===== src/rtl/fetch_pc_unit.sv =====
// Program counter and instruction register feeding the multicycle decoder.
// Redirects are latched as a pending target and applied when the decoder retires the instruction.
module fetch_pc_unit #(
  parameter int unsigned          ADDR_W   = 16,
  parameter logic [ADDR_W-1:0]    RESET_PC = '0
) (
  input  logic              clk,
  input  logic              rst,
  input  logic              instrEn,
  input  logic              increment,
  input  logic              displace,
  input  logic              replace,
  input  logic              unconditional,
  input  logic              jal,
  input  logic [ADDR_W-1:0] rtarget,
  input  logic [15:0]       imem_rdata,
  output logic [ADDR_W-1:0] imem_addr,
  output logic [15:0]       instr,
  output logic [3:0]        opcode,
  output logic [3:0]        rdest,
  output logic [3:0]        bitpattern,
  output logic [3:0]        opcodeex,
  output logic [3:0]        rsrc,
  output logic [15:0]       imm,
  output logic [ADDR_W-1:0] link,
  output logic              redirect_pending,
  output logic [15:0]       retired
);

  localparam logic [3:0] OP_BCOND = 4'b1100;

  logic [ADDR_W-1:0] pc_q, pc_d;
  logic [15:0]       ir_q, ir_d;
  logic              pend_q, pend_d;
  logic [ADDR_W-1:0] target_q, target_d;
  logic [15:0]       retired_q, retired_d;

  logic [ADDR_W-1:0] disp_ext;
  logic [ADDR_W-1:0] branch_target;

  assign disp_ext      = ADDR_W'($signed(ir_q[7:0]));
  assign branch_target = pc_q + disp_ext;

  always_comb begin
    pc_d      = pc_q;
    ir_d      = ir_q;
    pend_d    = pend_q;
    target_d  = target_q;
    retired_d = retired_q;
    // Retirement only consults state latched earlier, so it masks any same-cycle strobe.
    if (increment) begin
      pc_d      = pend_q ? target_q : pc_q + ADDR_W'(1);
      pend_d    = 1'b0;
      retired_d = retired_q + 16'd1;
    end else begin
      if (instrEn) begin
        ir_d = imem_rdata;
      end
      if (jal || replace) begin
        target_d = rtarget;
        pend_d   = 1'b1;
      end else if (displace) begin
        target_d = branch_target;
        pend_d   = 1'b1;
      end else if (unconditional) begin
        target_d = (ir_q[15:12] == OP_BCOND) ? branch_target : rtarget;
        pend_d   = 1'b1;
      end
    end
  end

  always_ff @(posedge clk) begin
    if (rst) begin
      pc_q      <= RESET_PC;
      ir_q      <= 16'h0000;
      pend_q    <= 1'b0;
      target_q  <= '0;
      retired_q <= 16'h0000;
    end else begin
      pc_q      <= pc_d;
      ir_q      <= ir_d;
      pend_q    <= pend_d;
      target_q  <= target_d;
      retired_q <= retired_d;
    end
  end

  assign imem_addr        = pc_q;
  assign instr            = ir_q;
  assign opcode           = ir_q[15:12];
  assign rdest            = ir_q[11:8];
  assign bitpattern       = ir_q[11:8];
  assign opcodeex         = ir_q[7:4];
  assign rsrc             = ir_q[3:0];
  assign imm              = {8'h00, ir_q[7:0]};
  assign link             = pc_q + ADDR_W'(1);
  assign redirect_pending = pend_q;
  assign retired          = retired_q;

endmodule


===== config.mk =====
export PLATFORM = sky130hd
export DESIGN_NAME = fetch_pc_unit
export DESIGN_NICKNAME = d
export VERILOG_FILES = /design/src/rtl/fetch_pc_unit.sv
export SDC_FILE = /design/constraint.sdc
export NUM_CORES = 1
export LEC_CHECK = 0
export ABC_AREA = 1
export CORE_ASPECT_RATIO = 1.2
export CORE_MARGIN = 1
export CORE_UTILIZATION = 47
export CTS_CLUSTER_DIAMETER = 50
export DETAILED_ROUTE_END_ITERATION = 6
export GPL_ROUTABILITY_DRIVEN = 0
export PLACE_DENSITY = 0.85
export SYNTH_ARGS = -nofsm -noshare
export SYNTH_HDL_FRONTEND = slang
export SYNTH_SLANG_ARGS = --single-unit

===== constraint.sdc =====
create_clock -name clk -period 2.3 [get_ports clk]
set_input_delay 0.46 -clock clk [delete_from_list [all_inputs] [get_ports clk]]
set_output_delay 0.46 -clock clk [all_outputs]
set_load 0.1 [all_outputs]

==> metrics.cfg, run 1 <==
[run_status]
outcome = finished, violations left
violations = negative setup slack

[cts]
clkTransAtPathRegs_ns = 0.08
numCtsBuffers = 9
cts_tree = yes
ctsHoldBuffers = 0
ctsHtreeMaxLevel = 3
clock_path_buffers = 2
cts_sinks = 65
clk_latency_ns = 0.33
clockRootBuffer = clkbuf_8

[synthesis]
dominantRegCellSynth = dfxtp_1
yosysTopAreaCell = dfxtp_1
synth_common_cells = nand2_1, nor2_1, inv_1, dfxtp_1, o21ai_0
synth_seq_cells = 65
synth_top_area_frac = 0.306
ys_seq_area_frac = 0.306
synth_edf_count = 0
synth_warnings = 0
syn_avg_cell_area_um2 = 6.54
syn-cell-area_um2 = 4250
async_flop_share = 0
synth_cells = 650
yosysMostFrequentCell = nand2_1
yosys-top-cells-area = dfxtp_1, nand2_1, nor2_1
synth.distinct_cells = 42

[global_route]
grt_pass1_vias = 4308
antenna_found_initial = 0
grt-ovfl-total = 0
grt_pass1_wl_um = 19600
grt_max_degree = 31
track_usage = 0.268

[power_and_ir_drop]
seq_power_share = 0.355
swShare = 0.431
p_int_uw = 2030
p_clk_frac = 0.276
pwr-share-comb = 0.369
p_leak_uw = 0.00283
p_sw_uw = 1540
power_density_nw_per_um2 = 604
peakVddDrop_uv = 428

[die]
design.core.area_um2 = 8660
ios = 141
die_h_um = 106
die_w_um = 88.9
dieArea_um2 = 9440
rows = 37
start_util = 0.491

[timing]
fmaxAchievable_mhz = 429
finalClockSkew_ns = 0.0137
post-route-period-util = 1.01
max_slew_margin = 0.505
fin_ws_ns = -0.0293
period_minus_slack_ns = 2.33
setup_viol = 1
hold_viol_final = 0
rsz0062_at_grt = true
worst_pin_slew_ns = 0.739
slew_viol_final = 0
finalSetupTns_ns = -0.0293

[drt]
wire_per_inst_um = 14.0
remaining_drc_errors = 0
viasPerCell = 5.12
ant_nets = 0
drt-initial-drc-count = 199
routed_wl_um = 12400
first_pass_iters = 6
num_vias = 4536

[final_layout]
area_growth_syn_to_layout_pct = 39.0
final_core_utilization = 0.683
diodes = 0
register_area_um2 = 1340
multiInputGateArea_um2 = 2500
drive_above_1_share = 0.239
fill_cells = 738
final_nets = 822

[worst_setup_path]
rr_worst_depth = 8
worstPathRequired_ns = 1.84
cp-endpoint = link[10]
crit_type = register to primary output
endpoint_kind = primary output
reg2reg_from = imem_addr[0]
startpoint = imem_addr[0]
path_max_fanout = 4
worstPathArrival_ns = 1.87
cp-start-kind = register
reg2reg_to = target_q[4]
rrSetupSlack_ns = 0.35

[job]
maxCapViolCount = 0

[placement]
io_buffers = 132
hpwl_um = 9570

[min_path]
min_from = target_q[9]
min_path_type = register to register

==> registers in the layout, indices dropped and copies added, names as in the netlist <==
register          cells
target_q             16
instr                16
redirect_pending      1
imem_addr            16
retired              16
==> how the worst min path moves through the flow <==
stage / to / slack [ns] / cells past startpoint
4_1_cts: target_q[12] / 0.47 / 2
5_1_grt: target_q[12] / 0.49 / 2
2_1_floorplan: target_q[2] / 0.43 / 2
3_3_place_gp: target_q[2] / 0.44 / 2
3_5_place_dp: target_q[2] / 0.45 / 2
6_report: target_q[9] / 0.47 / 2
==> cells in the final DEF (no fill, tap or decap), types with 2 or more instances in the layout <==
master / Yosys / final
a21oi_1: 40 / 40
buf_12: 0 / 16
buf_4: 36 / 91
clkbuf_8: 1 / 9
clkdlybuf4s50_1: 0 / 39
clkinv_1: 2 / 2
clkinv_2: 0 / 2
conb_1: 1 / 8
dfxtp_1: 65 / 49
dfxtp_2: 0 / 8
dfxtp_4: 0 / 8
ha_1: 17 / 16
inv_1: 78 / 77
inv_2: 6 / 7
inv_6: 0 / 3
nand2_1: 143 / 138
nand2_2: 3 / 5
nand2_4: 1 / 4
nand3_1: 32 / 32
nand3_2: 3 / 2
nand4_1: 3 / 3
nor2_1: 94 / 94
nor2_2: 6 / 3
nor2_4: 3 / 6
nor3_1: 8 / 8
o21ai_0: 50 / 50
o21ai_1: 4 / 4
o22ai_1: 8 / 8
xnor2_1: 4 / 4
xor2_1: 14 / 5
xor2_2: 0 / 3
xor2_4: 0 / 6
==> final cells by class <==
class                   instances  share of cell area
multi-input cells             455               0.423
repair buffers                147               0.238
flip-flops and latches         65               0.227
inverters                      86              0.0546
well taps                     117              0.0248
clock buffers                   9              0.0209
clock inverters                 7              0.0127
==> logic make-up after synthesis <==
kind of cell / Yosys count / synth area share
other cells: 1 / 0.000882
buf+inv: 137 / 0.159
simple gates: 304 / 0.310
xor+xnor: 18 / 0.0371
fa+ha+maj: 18 / 0.0547
flops: 65 / 0.306
compound gates: 107 / 0.132
==> stage by stage <==
step	hold WS [ns]	cells	setup slack [ns]	cell area (um2)	power, uW
after detailed placement	0.445	861	0.105	5610	2590
after CTS	0.472	885	-0.0393	5880	3580
after floorplan	0.427	657	-0.244	4490	2310
after global placement	0.441	861	0.174	5610	2570
after global routing	0.486	886	-0.121	5910	3700
final	0.473	886	-0.0293	5910	3570
==> power by group through the flow <==
stage                     registers, uW  clock network, uW  logic, uW
final                              1270                985       1320
after global routing               1280               1050       1380
after CTS                          1270                999       1310
after detailed placement           1290                  0       1300
after global placement             1290                  0       1280
after floorplan                    1540                  0        766
==> per-layer routing <==
layer	share of wire	vias up	wire length, um	track usage
met4	0.050	0	616	0.158
met2	0.51	195	6280	0.479
met5	0	-	0	0
met3	0.061	40	751	0.0528
met1	0.38	2056	4720	0.286
li1	-	2245	-	-
==> worst max-delay path: stages (launching register included) <==
cell and delay (ns):
dfxtp_4 0.40, ha_4 0.15, nand2_4 0.05, nor2_4 0.08, nand2_2 0.08, nor3_4 0.15
buf_4 0.14, nand3_2 0.07, nand2_2 0.07, inv_2 0.04, nor2_4 0.11, buf_12 0.18
==> repair_timing <==
| item | CTS | global route |
|---|---|---|
| setup buffers | 8 | 1 |
| endpoints found under the setup margin | 4 | 7 |
| resized for setup | 3 | 6 |
| pin swaps | 6 | 2 |
No activity file was read; power rests on OpenSTA's default activity.
==> run 2, diff against run 1 <==
--- a/config.mk
+++ b/config.mk
@@ -6,13 +6,14 @@
 export NUM_CORES = 1
 export LEC_CHECK = 0
 export ABC_AREA = 1
+export CAP_MARGIN = 30
 export CORE_ASPECT_RATIO = 1.2
 export CORE_MARGIN = 1
 export CORE_UTILIZATION = 47
 export CTS_CLUSTER_DIAMETER = 50
 export DETAILED_ROUTE_END_ITERATION = 6
 export GPL_ROUTABILITY_DRIVEN = 0
-export PLACE_DENSITY = 0.85
+export PLACE_DENSITY = 0.9
 export SYNTH_ARGS = -nofsm -noshare
 export SYNTH_HDL_FRONTEND = slang
 export SYNTH_SLANG_ARGS = --single-unit
==> run 2 against run 1 <==
Net effect: combinational power about the same; critical endpoint unchanged; hold slack improved by 0.0010 ns; register-to-register slack got worse by 0.12 ns; the run still ends with negative setup slack left; clock skew decreased by 0.0039 ns; highest routed layer unchanged; sequential share of layout area decreased by 0.077 points; non-clock buffer count increased by 1; critical path depth decreased by 1; wire length increased by 3.8%; cell count increased by 0.11%; largest power group unchanged.
==> metrics.cfg, run 2 (synthesized netlist as in run 1, its figures left out) <==
[run_status]
outcome = finished, violations left
violations = negative setup slack

[placement]
placed_cells = 863
hpwl_um = 9870
io_buffers = 132

[cts]
clockRootBuffer = clkbuf_8
clock_path_buffers = 2
ctsHtreeMaxLevel = 3
clk_latency_ns = 0.34
numCtsBuffers = 9
clkTransAtPathRegs_ns = 0.07
cts_tree = yes
cts_sinks = 65

[timing]
post-route-period-util = 1.00
period_minus_slack_ns = 2.30
fmaxAchievable_mhz = 435
worst_hold_slack_ns = 0.474
worst_pin_slew_ns = 0.736
setup_viol = 1
hold_viol_final = 0
finalClockSkew_ns = 0.00974
fin_ws_ns = -0.00144
rsz0062_at_grt = true
slew_viol_final = 0
max_slew_margin = 0.508

[min_path]
min_from = target_q[14]
hold_end = target_q[14]
min_path_type = register to register
holdPathStages = 2

[final_layout]
final_nets = 823
drive_above_1_share = 0.239
mostFrequentLayoutCells = nand2_1, nor2_1, buf_4
diodes = 0
fill_cells = 709
final_common_cell = nand2_1
fin_cells = 887
area_growth_syn_to_layout_pct = 39.5

[power_and_ir_drop]
peakVddDrop_uv = 453
p_leak_uw = 0.00282
power_density_nw_per_um2 = 609

[worst_setup_path]
cp-start-kind = register
critPathSlowestCell = dfxtp_4
critPathMaxStageDelay_ns = 0.39
reg2reg_to = target_q[8]
endpoint_kind = primary output
rr_worst_depth = 9
rrSetupSlack_ns = 0.23
crit_chain = ha_4 > nand2_4 > nor2_4 > nand2_2 > nor3_4 > nand3_2 > nand2_2 > inv_2 > nor2_4 > buf_12
path_max_fanout = 5
reg2reg_from = imem_addr[0]
worstPathRequired_ns = 1.84
crit_type = register to primary output
worstPathArrival_ns = 1.84

[global_route]
grt_pass1_vias = 4422
grt_max_degree = 31
track_usage = 0.277
grt-ovfl-total = 0
grt_pass1_wl_um = 19900
antenna_found_initial = 0

[die]
ios = 141
design.core.area_um2 = 8660
die_w_um = 88.9
rows = 37
die_h_um = 106
dieArea_um2 = 9440
start_util = 0.491

[drt]
ant_nets = 0
viasPerCell = 5.27
wire_per_inst_um = 14.5
remaining_drc_errors = 0
drt-initial-drc-count = 317
num_vias = 4673
first_pass_iters = 7
routed_wl_um = 12800

[job]
maxCapViolCount = 0

## run 2: cell count changes in the layout (fill, tap and decap cells not counted)
| cell | before | now |
|---|---|---|
| nand2_4 | 4 | 3 |
| nor4_1 | 1 | 0 |
| clkinv_2 | 2 | 0 |
| nor4_2 | 0 | 1 |
| clkbuf_8 | 9 | 12 |
| clkbuf_1 | 0 | 2 |
| clkinvlp_4 | 0 | 1 |
| nand2_2 | 5 | 6 |
| clkinv_4 | 1 | 0 |
| buf_4 | 91 | 92 |
| inv_6 | 3 | 0 |
## run 2: final cells by class
class | instances | area [um2] | area share
clock buffer | 14 | 173 | 0.0291
clock inverter | 2 | 37.5 | 0.00633
inverter | 86 | 323 | 0.0544
multi-input combinational | 455 | 2500 | 0.421
sequential | 65 | 1340 | 0.226
tap | 117 | 146 | 0.0247
timing repair buffer | 148 | 1410 | 0.238
## run 2: through the flow
step | total power (uW) | setup TNS [ns] | setup slack (ns) | util | area, um2
5_1_grt | 3760 | -0.472 | -0.117 | 0.686 | 5930
3_5_place_dp | 2600 | 0 | 0.0690 | 0.650 | 5630
2_1_floorplan | 2310 | -0.711 | -0.244 | - | 4490
6_report | 3610 | -0.00144 | -0.00144 | 0.686 | 5930
3_3_place_gp | 2570 | 0 | 0.215 | 0.650 | 5630
4_1_cts | 3620 | -0.0259 | -0.0192 | 0.681 | 5900
## run 2: worst max-delay path by stage
stage            startpoint           end  slack [ns]  cells past startpoint
4_1_cts        imem_addr[0]      link[10]       -0.02                     10
6_report       imem_addr[0]      link[10]      -0.001                     10
5_1_grt        imem_addr[0]      link[10]       -0.12                     10
3_3_place_gp      increment  imem_addr[9]        0.22                      4
3_5_place_dp      increment  imem_addr[8]        0.07                      4
2_1_floorplan  imem_addr[1]      link[12]       -0.24                      7
## run 2: metal layers
layer,up-vias,part of all wire,GRT usage
met2,237,0.50,0.479
met4,0,0.071,0.209
met3,62,0.065,0.0443
met5,-,0,0
met1,2121,0.36,0.295
li1,2253,-,-
## run 2: critical path: cells and delay by family, from the launching register on
| family | cells | cell delay (ns) |
|---|---|---|
| simple gates | 7 | 0.71 |
| buf+inv | 2 | 0.22 |
| flops | 1 | 0.39 |
| fa+ha+maj | 1 | 0.16 |
## run 2: what timing repair did
item	in CTS	in global routing
hold buffers	0	0
endpoints found under the setup margin	5	7
pin swaps	8	2
buffers inserted	6	2
resized for setup	4	5
hold endpoints to repair	0	0
## run 2: power by group
| part | total [uW] | internal, uW | switching [uW] |
|---|---|---|---|
| clock | 1020 | 591 | 430 |
| sequential | 1270 | 1180 | 86.8 |
| combinational | 1320 | 340 | 982 |
| total | 3610 | 2110 | 1500 |
